File: src/rtl/cnn_pkg.sv
// cnn_pkg: shared types and constants for the CNN accelerator input path.
package cnn_pkg;
    localparam int DATA_W_DEF = 8;
    typedef enum logic {FILL, RUN} state_t;
    // Slot of each window pixel in the packed window bus (accelerator input1..input4)
    localparam int WIN_TL = 0;
    localparam int WIN_TR = 1;
    localparam int WIN_BL = 2;
    localparam int WIN_BR = 3;
endpackage

File: src/rtl/line_buffer_ram.sv
// line_buffer_ram: one image row of storage; combinational read of the old entry, synchronous write.
module line_buffer_ram #(
    parameter int DEPTH  = 8,
    parameter int DATA_W = 8,
    parameter int AW     = 3
) (
    input  logic              clk,
    input  logic              we_i,
    input  logic [AW-1:0]     addr_i,
    input  logic [DATA_W-1:0] wdata_i,
    output logic [DATA_W-1:0] rdata_o
);
    logic [DATA_W-1:0] mem_q [DEPTH];

    assign rdata_o = mem_q[addr_i];

    always_ff @(posedge clk) begin
        if (we_i) mem_q[addr_i] <= wdata_i;
    end
endmodule

File: src/rtl/window2x2_line_buffer.sv
// window2x2_line_buffer: turns a raster pixel stream into 2x2 stride-1 windows
// using a single row line buffer and one registered output stage.
module window2x2_line_buffer
    import cnn_pkg::*;
#(
    parameter int DATA_W = DATA_W_DEF,
    parameter int IMG_W  = 8,
    parameter int IMG_H  = 8
) (
    input  logic              clk,
    input  logic              rst,
    input  logic              clr,
    input  logic              in_valid,
    output logic              in_ready,
    input  logic [DATA_W-1:0] in_data,
    output logic              out_valid,
    input  logic              out_ready,
    output logic [DATA_W-1:0] win_tl,
    output logic [DATA_W-1:0] win_tr,
    output logic [DATA_W-1:0] win_bl,
    output logic [DATA_W-1:0] win_br,
    output logic              frame_done
);
    localparam int CW = $clog2(IMG_W);
    localparam int RW = $clog2(IMG_H);

    state_t                     state_q, state_d;
    logic [CW-1:0]              col_q, col_d;
    logic [RW-1:0]              row_q, row_d;
    logic [DATA_W-1:0]          top_left_q, top_left_d;
    logic [DATA_W-1:0]          cur_left_q, cur_left_d;
    logic [3:0][DATA_W-1:0]     win_q, win_d;
    logic                       out_valid_q, out_valid_d;
    logic                       frame_done_q, frame_done_d;
    logic [DATA_W-1:0]          top_pix;
    logic                       accept, emit, col_last, row_last;

    line_buffer_ram #(.DEPTH(IMG_W), .DATA_W(DATA_W), .AW(CW)) u_line_buf (
        .clk     (clk),
        .we_i    (accept),
        .addr_i  (col_q),
        .wdata_i (in_data),
        .rdata_o (top_pix)
    );

    assign in_ready   = !out_valid_q || out_ready;
    assign out_valid  = out_valid_q;
    assign frame_done = frame_done_q;
    assign win_tl     = win_q[WIN_TL];
    assign win_tr     = win_q[WIN_TR];
    assign win_bl     = win_q[WIN_BL];
    assign win_br     = win_q[WIN_BR];

    always_comb begin
        accept       = in_valid && in_ready && !clr;
        col_last     = col_q == CW'(IMG_W - 1);
        row_last     = row_q == RW'(IMG_H - 1);
        emit         = accept && state_q == RUN && col_q != '0;
        state_d      = state_q;
        col_d        = col_q;
        row_d        = row_q;
        top_left_d   = top_left_q;
        cur_left_d   = cur_left_q;
        win_d        = win_q;
        out_valid_d  = out_valid_q && !out_ready;
        frame_done_d = 1'b0;
        if (clr) begin
            state_d     = FILL;
            col_d       = '0;
            row_d       = '0;
            out_valid_d = 1'b0;
        end else if (accept) begin
            col_d        = col_last ? '0 : col_q + 1'b1;
            row_d        = col_last ? (row_last ? '0 : row_q + 1'b1) : row_q;
            top_left_d   = top_pix;
            cur_left_d   = in_data;
            frame_done_d = col_last && row_last;
            // End of row 0 enters RUN; end of the last row returns to FILL
            if (col_last) state_d = row_last ? FILL : RUN;
            if (emit) begin
                win_d[WIN_TL] = top_left_q;
                win_d[WIN_TR] = top_pix;
                win_d[WIN_BL] = cur_left_q;
                win_d[WIN_BR] = in_data;
                out_valid_d   = 1'b1;
            end
        end
    end

    always_ff @(posedge clk or negedge rst) begin
        if (!rst) begin
            state_q      <= FILL;
            col_q        <= '0;
            row_q        <= '0;
            top_left_q   <= '0;
            cur_left_q   <= '0;
            win_q        <= '0;
            out_valid_q  <= 1'b0;
            frame_done_q <= 1'b0;
        end else begin
            state_q      <= state_d;
            col_q        <= col_d;
            row_q        <= row_d;
            top_left_q   <= top_left_d;
            cur_left_q   <= cur_left_d;
            win_q        <= win_d;
            out_valid_q  <= out_valid_d;
            frame_done_q <= frame_done_d;
        end
    end
endmodule
File: config.mk
export PLATFORM = sky130hd
export DESIGN_NAME = window2x2_line_buffer
export DESIGN_NICKNAME = d
export VERILOG_FILES = /design/src/rtl/cnn_pkg.sv /design/src/rtl/line_buffer_ram.sv /design/src/rtl/window2x2_line_buffer.sv
export SDC_FILE = /design/constraint.sdc
export NUM_CORES = 1
export LEC_CHECK = 0
export BUFFER_PORTS_ARGS = -buffer_cell sky130_fd_sc_hd__buf_2
export CELL_PAD_IN_SITES_DETAIL_PLACEMENT = 2
export CELL_PAD_IN_SITES_GLOBAL_PLACEMENT = 2
export CORE_ASPECT_RATIO = 0.7
export CORE_MARGIN = 2
export CORE_UTILIZATION = 47
export CTS_CLUSTER_DIAMETER = 120
export DETAILED_ROUTE_END_ITERATION = 10
export PLACE_DENSITY_LB_ADDON = 0.1
export RECOVER_POWER = 100
export SYNTH_ARGS = -nofsm -noshare
export SYNTH_HDL_FRONTEND = slang
export SYNTH_SLANG_ARGS = --single-unit
File: constraint.sdc
create_clock -name clk -period 6.7 [get_ports clk]
set_input_delay 1.005 -clock clk [delete_from_list [all_inputs] [get_ports clk]]
set_output_delay 1.005 -clock clk [all_outputs]
set_load 0.01 [all_outputs]
Yosys cells after proc, flatten, opt, wreduce, memory -nomap -nowiden
Memories as Yosys holds them, arrays and structs flattened.
Cells that the tools add are included.
W data, S select, Z words.
{"block": "word_totals", "reg_bits": 57, "ramBits": 64, "input_bits": 13, "wordCells": 51, "n_memories": 1}
{"block": "op_classes", "n_addsub": 2, "n_eq_ne": 2, "n_mux": 18, "bitwise": 1, "reduce_logical": 16}
{"name": "u_line_buf.mem_q", "words": 8, "width": 8, "rd": 1, "rd_clocked_by_memory_dff": 0, "wr": 1, "line_no": "line_buffer_ram.sv:13", "rtl": "logic [DATA_W-1:0] mem_q [DEPTH];"}
{"operator": "$mux W3", "count": 7}
{"operator": "$mux W1", "count": 11}
{"operator": "$add A3 B1 Y3 const B", "count": 2}
{"operator": "$eq A3 B3 Y1 const B", "count": 2}
{"operator": "$logic_and A1 B1 Y1", "count": 6}
{"operator": "$reduce_and A2 Y1", "count": 2}
{"operator": "$reduce_bool A2 Y1", "count": 2}
{"operator": "$logic_not A1 Y1", "count": 3}
{"operator": "$reduce_and A3 Y1", "count": 1}
{"operator": "$reduce_bool A3 Y1", "count": 1}
{"operator": "$logic_or A1 B1 Y1", "count": 1}
{"operator": "$not A1 Y1", "count": 1}

Depth between registers and ports, before layout
{"block": "logic_depth", "depth_word": 9, "ltp_mapped": 9, "mapped_depth_nobuf": 5}

By module
From an unflattened synthesis, not the netlist that was laid out.
{"block": "unflattened", "hier_cells": 271, "hier_area_um2": 4947.2}
{"mod": "line_buffer_ram", "instances": 1, "cells_each": 121, "area_per_inst_um2": 2555.0, "seq_area_each_um2": 1921.8}
{"mod": "window2x2_line_buffer", "instances": 1, "cells_each": 150, "area_per_inst_um2": 2392.3, "seq_area_each_um2": 1426.4}

Worst setup path after synthesis
Ideal clock, no wire load.
{"block": "synth_path", "path_type": "input to register", "start": "input port out_ready", "end": "memory u_line_buf.mem_q[6][0], enable pin", "arrival_time_ns": 2.517, "required_time_ns": 6.315, "setup_slack_ns": 3.798, "path_stages": 7, "path_cell_list": "nand2b_4 buf_6 and3b_1 buf_6 buf_2 nand2_1 nor3b_1"}
{"block": "synth_via", "elab_chain_cells": 5}
{"element": "from (decl)", "line_no": "window2x2_line_buffer.sv:17", "rtl": "input logic out_ready,"}
{"element": "$logic_or A1 B1 Y1", "line_no": "window2x2_line_buffer.sv:46", "rtl": "assign in_ready = !out_valid_q || out_ready;"}
{"element": "named net in_ready", "line_no": "window2x2_line_buffer.sv:14", "rtl": "output logic in_ready,"}
{"element": "$logic_and A1 B1 Y1 (2 in a row)", "line_no": "window2x2_line_buffer.sv:55", "rtl": "accept = in_valid && in_ready && !clr;"}
{"element": "$mux W1", "line_no": "line_buffer_ram.sv:18", "rtl": "if (we_i) mem_q[addr_i] <= wdata_i;"}
{"element": "$mux W1 (not written as such)", "line_no": "line_buffer_ram.sv:18"}
{"element": "to (decl)", "line_no": "line_buffer_ram.sv:13"}
The timed path passes the listed nets, and every way through them passes these cells.

Worst setup path in the final report
{"block": "layout_path", "start": "input port out_ready", "end": "register win_q (netlist bit win_tl[7])"}
{"block": "layout_via", "elab_chain_cells": 6}
{"element": "$logic_or A1 B1 Y1 (*)", "line_no": "window2x2_line_buffer.sv:46"}
{"element": "$logic_and A1 B1 Y1 (*) (2 in a row)", "line_no": "window2x2_line_buffer.sv:55"}
{"element": "$logic_and A1 B1 Y1 (2 in a row)", "line_no": "window2x2_line_buffer.sv:58", "rtl": "emit = accept && state_q == RUN && col_q != '0;"}
{"element": "$reduce_and A3 Y1 (no line) (*)"}
{"element": "to (signal assigned)", "line_no": "window2x2_line_buffer.sv:106", "rtl": "win_q <= win_d;"}
{"element": "to (decl)", "line_no": "window2x2_line_buffer.sv:32", "rtl": "logic [3:0][DATA_W-1:0] win_q, win_d;"}
Every way passes the cells marked *; elsewhere a longest branch is shown, timed or not.
A chain may end at the register's enable or synchronous reset.

==> qor.csv <==
stage,metric,value,unit
status,status,finished with violations,
status,failing checks,"max-capacitance violations, max-slew violations",
setup_path,Setup crit end,win_tl[7],
finish,Area Overhead vs Synth,15.05,%
sta,Tcrit/Tclk final,54.37,%
finish,area of the multi-input gates,1264,µm²
setup_path,Worst setup SP type,input port,
floorplanning,chip height,88.97,µm
sta,setup ws final,3057,ps
sta,Slew @ Worst Pin,3150,ps
place,dpl cell area,5176,µm²
sta,Fin. Hold Viols,0,
sta,RSZ-0062 raised after global routing,no,
clocking,Worst-Skew Late Latency,410,ps
place,dpl ws,3319,ps
setup_path,Setup CP Type,input port to flop,
hold_path,Hold Path Class,flop to flop,
sta,Max Clk Rate,274.5,MHz
routing,final wirelength,12290,µm
synthesis,register area share after synthesis,69.08,%
clocking,CTS sink count,121,
finish,fillcell total,929,
clocking,CTS tree,built,
global_route,antenna violations before repair,0,
global_route,vias in the first global route,3019,
flow_run,MaxCap Viol Count,3,
routing,WL per Instance,25.87,µm
floorplanning,initial core utilization,49.10,%
synthesis,asr flop ratio synth,47.11,%
finish,Register Area,3348,µm²
sta,Tmin final,3643,ps
global_route,Tot GR Track Use,24.49,%
routing,Vias,2677,
routing,DRT iter0 DRCs,125,
setup_path,Reg2Reg Depth,5,
synthesis,syn_area_per_cell,17.44,µm²
floorplanning,Ports,48,
clocking,H-tree levels,4,
synthesis,Unique masters post-synth,30,
clocking,CTS resizes,0,
finish,"non-filler cells, final",475,
sta,Slew Limit Fails,95,
finish,ant diodes,0,
finish,design area,5577,µm²
sta,Slew HR,-110.0,%
place,GPL Wtd Cong,0.7547,
global_route,largest net degree at the start of global routing,58,
power,total power,1.814,mW
setup_path,worst-path fanout max,33,
synthesis,Cells after Synth,278,
floorplanning,row cnt,30,
setup_path,worst endpoint required time,6980,ps
power,leakage power,2.259,nW
place,dpl cells,443,
floorplanning,DIE AREA,11150,µm²
clocking,clock slew at reported path FFs,60,ps
global_route,first-pass GRT wire length,19260,µm
synthesis,number of flops mapped to enable cells by yosys,64,
synthesis,syn_nets,296,
finish,final core utilization,56.49,%
clocking,CTS Root Cell,clkbuf_16,
clocking,TritonCTS Buffers,17,
synthesis,synth warn,0,
routing,antenna-violating nets left,0,
floorplanning,DIE WIDTH,125.4,µm
setup_path,Critical Path End Type,flop,
routing,DRC,0,
hold_path,Hold Path Origin,win_br[5],
sta,final hold slack,487.3,ps
finish,share of cells above drive strength 1,17.29,%
clocking,Clock Path Buffers,2,
sta,total negative setup slack,0,ps
setup_path,CP startpoint,out_ready,
synthesis,Post-Syn Area,4847,µm²
floorplanning,area of the core,9872,µm²
power,Worst VDD drop,0.1895,mV
sta,final setup violation count,0,
setup_path,r2r endpoint,win_tl[7],
clocking,"Setup Fix Bufs, Post-CTS",0,
routing,TritonRoute pass-1 iters,4,
synthesis,"FF+latch count, synth",121,
place,dpl hpwl,7766,µm
synthesis,Synth Flop Type,edfxtp_1,
setup_path,Critical R2R Launch,out_valid,
sta,Clock Skews,5.441,ps
clocking,hold_buf cts,0,
power,pwr dens,325.4,nW/µm²
place,IO buf count,47,
finish,Nets,352,
routing,DR vias/cell,5.636,
setup_path,r2r setup slk,3380,ps
global_route,GR Overflow Total,0,
setup_path,crit path DAT,3920,ps
==> synthesized netlist by cell type (2+ instances only) <==
cell type | count | area share [%]
nor2_1 | 11 | 0.85
dfrtp_1 | 57 | 29
nor4_1 | 2 | 0.26
buf_2 | 5 | 0.52
nor3_1 | 3 | 0.31
mux4_2 | 16 | 7.4
a31oi_1 | 8 | 1.0
nand2_1 | 32 | 2.5
mux2_2 | 11 | 2.6
edfxtp_1 | 64 | 40
mux2_4 | 29 | 9.0
or2_2 | 2 | 0.26
mux2i_1 | 2 | 0.41
a21oi_1 | 5 | 0.52
buf_6 | 6 | 1.4
clkbuf_1 | 5 | 0.39
nand3_1 | 2 | 0.21
ha_1 | 5 | 1.3
or3_1 | 2 | 0.26
==> power breakdown <==
part	internal (mW)	switching [mW]	total, mW
sequential	0.807	0.0143	0.821
clock	0.603	0.310	0.912
combinational	0.0285	0.0524	0.0809
==> placed cells by master, fill, tap and decap left out, drive strengths merged, types with 3 or more instances in the layout <==
| master | synthesis | routed |
|---|---|---|
| clkbuf | 5 | 71 |
| edfxtp | 64 | 64 |
| dfrtp | 57 | 57 |
| mux2 | 40 | 40 |
| nand2 | 32 | 32 |
| mux4 | 16 | 16 |
| nor2 | 11 | 11 |
| a31oi | 8 | 8 |
| clkinv | 1 | 7 |
| a21oi | 5 | 5 |
| ha | 5 | 5 |
| buf | 11 | 5 |
| nor3 | 3 | 3 |
| bufinv | 0 | 3 |
==> layout make-up <==
cell class                      count  area share [%]
Clock inverter                      9           2.154
Multi-Input combinational cell    139           22.66
Clock buffer                       23           8.414
Sequential cell                   121           60.04
Inverter                            2          0.1346
Timing Repair Buffer               53           3.724
Tap cell                          128           2.872
==> sequential cells by signal, summed over array words and instances, names as in the netlist <==
name	count
win_tr	8
row_q	3
frame_done	1
col_q	3
state_q	1
cur_left_q	8
u_line_buf.mem_q	64
win_bl	8
win_tl	8
win_br	8
out_valid	1
top_left_q	8
==> worst min-delay path by stage <==
stage,end,slack [ps],depth (start not counted)
after detailed placement,win_bl[2],490,1
final,win_br[5],490,1
after CTS,win_br[6],510,1
after global routing,win_br[1],510,1
after floorplan,cur_left_q[7],470,1
after global placement,win_bl[3],480,1
==> logic make-up (layout without fill, tap and decap cells) <==
group / Yosys count / after routing / share of synthesized area (%)
muxes: 58 / 58 / 19.39
adders and majority gates: 5 / 5 / 1.291
AOI/OAI and AO/OA: 14 / 14 / 1.704
buffers and inverters: 18 / 87 / 2.452
DFF: 121 / 121 / 69.08
and+or+nand+nor: 62 / 62 / 6.092
==> critical path, cell delays in order <==
cell and delay, ps:
buf_2 70, nand2b_1 280, and3b_1 230, clkbuf_1 1150, and3_4 760, mux2_1 410
==> metal layers <==
metal  vias to the layer above  routed length (µm)  GRT usage [%]
li1                       1154                   -              -
met1                      1425                5456          32.56
met2                        77                6219          40.96
met3                        21                 428          6.703
met4                         0                 184          6.667
met5                         -                   0              0
(Power assumes the default switching activity.)
